===== src/rtl/uart_cmd_responder.sv =====
`default_nettype none
// ============================================================================
// Module   : uart_cmd_responder
// Function : UART byte-stream command parser driving single-byte reads and
//            writes on a 16-bit address memory bus, with one reply per frame.
// Revision : 1.0  initial release
// ============================================================================
module uart_cmd_responder #(
    parameter logic [23:0] TIMEOUT_CYCLES = 24'd5_000_000,
    parameter logic [7:0]  ACK_BYTE       = 8'h4B,
    parameter logic [7:0]  NAK_BYTE       = 8'h3F
) (
    input  logic        clk,
    input  logic        rst,
    input  logic        rx_valid,
    input  logic [7:0]  rx_byte,
    input  logic        rx_error,
    output logic        tx_start,
    output logic [7:0]  tx_data,
    input  logic        tx_busy,
    output logic [15:0] mem_addr,
    output logic [7:0]  mem_wdata,
    output logic        mem_we,
    output logic        mem_re,
    input  logic [7:0]  mem_rdata,
    output logic        busy,
    output logic        frame_error
);

    localparam logic [7:0] C_OP_WRITE = 8'h57;
    localparam logic [7:0] C_OP_READ  = 8'h52;

    typedef enum logic [2:0] {
        S_IDLE    = 3'd0,
        S_ADDR_HI = 3'd1,
        S_ADDR_LO = 3'd2,
        S_WDATA   = 3'd3,
        S_MEM_RD  = 3'd4,
        S_MEM_CAP = 3'd5,
        S_TX_REQ  = 3'd6,
        S_TX_WAIT = 3'd7
    } state_t;

    state_t      r_state, w_state_next;
    logic [23:0] r_timer, w_timer_next;
    logic        r_is_write, w_is_write_next;
    logic        r_tx_first, w_tx_first_next;
    logic        r_tx_start, w_tx_start_next;
    logic [7:0]  r_tx_data, w_tx_data_next;
    logic [15:0] r_mem_addr, w_mem_addr_next;
    logic [7:0]  r_mem_wdata, w_mem_wdata_next;
    logic        r_mem_we, w_mem_we_next;
    logic        r_mem_re, w_mem_re_next;
    logic        r_frame_error, w_frame_error_next;
    logic        w_timeout;

    assign w_timeout = (r_timer == (TIMEOUT_CYCLES - 24'd1));

    always_comb begin
        w_state_next       = r_state;
        w_timer_next       = '0;
        w_is_write_next    = r_is_write;
        w_tx_first_next    = r_tx_first;
        w_tx_start_next    = 1'b0;
        w_tx_data_next     = r_tx_data;
        w_mem_addr_next    = r_mem_addr;
        w_mem_wdata_next   = r_mem_wdata;
        w_mem_we_next      = 1'b0;
        w_mem_re_next      = 1'b0;
        w_frame_error_next = 1'b0;

        case (r_state)
            S_IDLE: begin
                if (rx_valid) begin
                    if (rx_byte == C_OP_WRITE || rx_byte == C_OP_READ) begin
                        w_is_write_next = (rx_byte == C_OP_WRITE);
                        w_state_next    = S_ADDR_HI;
                    end else begin
                        w_tx_data_next = NAK_BYTE;
                        w_state_next   = S_TX_REQ;
                    end
                end
            end

            S_ADDR_HI, S_ADDR_LO, S_WDATA: begin
                // Priority: receiver error, then a new byte, then expiry.
                if (rx_error) begin
                    w_frame_error_next = 1'b1;
                    w_state_next       = S_IDLE;
                end else if (rx_valid) begin
                    if (r_state == S_ADDR_HI) begin
                        w_mem_addr_next[15:8] = rx_byte;
                        w_state_next          = S_ADDR_LO;
                    end else if (r_state == S_ADDR_LO) begin
                        w_mem_addr_next[7:0] = rx_byte;
                        w_state_next         = r_is_write ? S_WDATA : S_MEM_RD;
                        w_mem_re_next        = !r_is_write;
                    end else begin
                        w_mem_wdata_next = rx_byte;
                        w_mem_we_next    = 1'b1;
                        w_tx_data_next   = ACK_BYTE;
                        w_state_next     = S_TX_REQ;
                    end
                end else if (w_timeout) begin
                    w_frame_error_next = 1'b1;
                    w_state_next       = S_IDLE;
                end else begin
                    w_timer_next = r_timer + 24'd1;
                end
            end

            S_MEM_RD: begin
                w_state_next = S_MEM_CAP;
            end

            S_MEM_CAP: begin
                w_tx_data_next = mem_rdata;
                w_state_next   = S_TX_REQ;
            end

            S_TX_REQ: begin
                if (!tx_busy) begin
                    w_tx_start_next = 1'b1;
                    w_tx_first_next = 1'b1;
                    w_state_next    = S_TX_WAIT;
                end
            end

            S_TX_WAIT: begin
                // The transmitter raises busy one cycle after tx_start.
                if (r_tx_first) begin
                    w_tx_first_next = 1'b0;
                end else if (!tx_busy) begin
                    w_state_next = S_IDLE;
                end
            end

            default: begin
                w_state_next = S_IDLE;
            end
        endcase
    end

    always_ff @(posedge clk) begin
        if (rst) begin
            r_state       <= S_IDLE;
            r_timer       <= '0;
            r_is_write    <= 1'b0;
            r_tx_first    <= 1'b0;
            r_tx_start    <= 1'b0;
            r_tx_data     <= '0;
            r_mem_addr    <= '0;
            r_mem_wdata   <= '0;
            r_mem_we      <= 1'b0;
            r_mem_re      <= 1'b0;
            r_frame_error <= 1'b0;
        end else begin
            r_state       <= w_state_next;
            r_timer       <= w_timer_next;
            r_is_write    <= w_is_write_next;
            r_tx_first    <= w_tx_first_next;
            r_tx_start    <= w_tx_start_next;
            r_tx_data     <= w_tx_data_next;
            r_mem_addr    <= w_mem_addr_next;
            r_mem_wdata   <= w_mem_wdata_next;
            r_mem_we      <= w_mem_we_next;
            r_mem_re      <= w_mem_re_next;
            r_frame_error <= w_frame_error_next;
        end
    end

    assign tx_start    = r_tx_start;
    assign tx_data     = r_tx_data;
    assign mem_addr    = r_mem_addr;
    assign mem_wdata   = r_mem_wdata;
    assign mem_we      = r_mem_we;
    assign mem_re      = r_mem_re;
    assign frame_error = r_frame_error;
    assign busy        = (r_state != S_IDLE);

endmodule
`default_nettype wire

===== config.mk =====
export PLATFORM = sky130hd
export DESIGN_NAME = uart_cmd_responder
export DESIGN_NICKNAME = d
export VERILOG_FILES = /design/src/rtl/uart_cmd_responder.sv
export SDC_FILE = /design/constraint.sdc
export NUM_CORES = 1
export LEC_CHECK = 0
export CAP_MARGIN = 20
export CELL_PAD_IN_SITES_DETAIL_PLACEMENT = 0
export CELL_PAD_IN_SITES_GLOBAL_PLACEMENT = 1
export CORE_UTILIZATION = 30
export CTS_CLUSTER_DIAMETER = 50
export CTS_CLUSTER_SIZE = 14
export DETAILED_ROUTE_END_ITERATION = 7
export PLACE_DENSITY = 0.65
export RECOVER_POWER = 50
export SLEW_MARGIN = 20
export SYNTH_ARGS = -nofsm -noshare
export SYNTH_HDL_FRONTEND = slang
export SYNTH_SLANG_ARGS = --single-unit

===== constraint.sdc =====
create_clock -name clk -period 2 [get_ports clk]
set_input_delay 0.4 -clock clk [delete_from_list [all_inputs] [get_ports clk]]
set_output_delay 0.4 -clock clk [all_outputs]
set_load 0.01 [all_outputs]

==> impl_metrics.ini <==
[outcome]
status = finished clean

[logic_synthesis]
yosys.area.top_type = dfxtp_1
syn-num-nets = 325
synthTopCellsByCount = nor2_1, dfxtp_1, mux2i_1, nand2_1, xor2_1
yosysUniqueCellTypes = 39
ys_warn_count = 0
synth-main-ff-cell = dfxtp_1
synth_edf_count = 0
async_flop_share_pct = 0
synth.most_common_cell = nor2_1
post_synth.cell_area_avg_um2 = 9.04
synth.top_cell.area_share_pct = 47.5
synth_area_leaders = dfxtp_1, mux2i_1, nor2_1
synth_area_mm2 = 0.00274
synthCells = 303
seq_area_frac_synth_pct = 47.5
synth-seq-cells = 65

[detailed_routing]
via_per_inst = 4.66
wl_per_cell_um = 13.0
drc = 0
num_vias = 2361
drt_iter0_drc = 81
first_pass_iters = 5
totalWireLength_um = 6590
postRouteAntennaNets = 0

[final_layout]
fillers = 878
area_delta_synth_final_pct = 43.6
num_antenna_cells = 0
nets = 416
stdcell_area_mm2 = 0.00393
final-seq-area_mm2 = 0.00130
multi_input_area_mm2 = 0.00136
drive_gt1_share_pct = 14.0
instances_no_fill = 507

[critical_path]
reg2reg_setup_slack_ns = 0.09
cp.arrival_ns = 2.14
ff2ff_path_depth = 6
critPathKind = reg2reg
cp-start-kind = register
critical_path_required_ns = 2.23
worstPathMaxFanout = 4
cp-end-kind = register

[placement]
port_buffers = 57
place_area_mm2 = 0.00367
placedCellCount = 488
place_congestion = 0.736
hpwlAfterDp_um = 4590

[global_routing]
grt_max_degree = 24
antenna_found_initial = 0
grt_pass1_wl_um = 11000
grt_use_total_pct = 14.6
grt_overflow = 0
grt_pass1_vias = 2208

[timing]
relSlewSlack_pct = 33.6
slew_viol_final = 0
setup_viol = 0
holdWs_ns = 0.449
final.period_utilization_pct = 95.3
min_period_ns = 1.91
clock-skew-final_ns = 0.00645
rsz0062_at_grt = false
worst_pin_slew_ns = 0.996
max_freq_ghz = 0.525
final-hold-violation-count = 0

[clocking]
cts_buffers = 9
htree_levels = 3
cts_sinks = 65
clock_latency_ns = 0.34
cts-root-buf = clkbuf_8
clockBufferDepth = 2
clk_pin_slew_ns = 0.08
cts_tree = done
holdBufCountCts = 0

[pwr]
power.density_mw_per_mm2 = 964
max-vdd-ir-drop_mv = 0.369
leakagePower_uw = 0.00171

[floorplanning]
std_cell_rows = 34
die_h_um = 97.5
initial_utilization_pct = 31.2
die_w_um = 97.5
dieArea_mm2 = 0.00951
num_io_pins = 58
design.core.area_mm2 = 0.00876

[hold_path]
hold_class = reg2reg
holdPathStages = 2

[run]
drv_cap = 0
## worst max-delay path, stage by stage (launching register included)
cell      delay [ns]
dfxtp_1         0.32
or4b_4          0.55
nor4_4          0.16
a311oi_1        0.12
buf_4           0.16
a21o_1          0.20
mux2_4          0.29
## flip-flops by register name, summed over array words and instances (netlist names), 3 cells and up
signal	count
r_timer	24
mem_wdata	8
tx_data	8
mem_addr	16
r_state	3
## logic make-up (layout without fill, tap and decap cells)
family,after synthesis,after routing,share of synthesized area (%)
AND/OR/NAND/NOR,140,140,24.8
flip-flops,65,65,47.5
AO/OA/AOI/OAI,28,28,6.95
multiplexers,26,26,9.69
XOR/XNOR,24,24,7.68
buffers and inverters,19,115,2.88
adder cells (fa/ha/maj),1,1,0.457
## through the flow
stage               total power (uW)  utilization [%]  setup slack (ns)  setup TNS, ns
floorplan                       2070                -             0.152              0
global placement                2520             41.9            -0.394          -4.44
detailed placement              2510             41.9            -0.440          -4.88
CTS                             3890             44.8            0.0122              0
global route                    4000             44.9            0.0257              0
finish                          3790             44.9            0.0950              0
## layout make-up
class / count / area share, %
Timing Repair Buffer: 94 / 22.2
Clock buffer: 9 / 3.15
Clock inverter: 7 / 3.02
Sequential cell: 65 / 33.1
Multi-Input combinational cell: 219 / 34.6
Inverter: 5 / 0.477
Tap cell: 108 / 3.44
## layer usage
layer  global-route usage (%)  wire [um]  vias up
met5                        0          0        -
met4                     6.67         75        0
met3                     4.17        295        6
met2                     21.1       2880       41
met1                     20.0       3340     1090
li1                         -          -     1224
## final timing paths
check,endpoint,startpoint
max,r_state[1],r_timer[12]
min,tx_data[0],tx_data[0]
max reg2reg,r_state[1],r_timer[12]
min reg2reg,tx_data[0],tx_data[0]
## placed cells by master, fill, tap and decap left out, types with 3 or more instances in the layout
cell             count
buf_4               32
inv_1                5
dlymetal6s2s_1       4
nand2_1             23
nand4_1              7
xor2_1              17
xnor2_1              7
dfxtp_1             65
nor3_1               8
clkbuf_8             9
mux2i_1             25
a21oi_1              7
dlygate4sd3_1       36
a21o_1               5
and3_1               7
a211oi_1             6
clkdlybuf4s50_1     16
bufinv_16            3
nor2_1              66
nand3_1             13
## where the power goes
part           switching, uW  leakage [uW]  internal [uW]
Clock                    526      0.000115            827
Sequential              47.4      0.000526           1400
Combinational            521       0.00107            463
## timing repair
item,CTS,global route
setup buffers,2,1
setup endpoints to repair,10,5
pin swaps,1,4
gates resized for setup,1,5
endpoints found under the hold margin,0,0
Power figures use the tool's default switching activity.
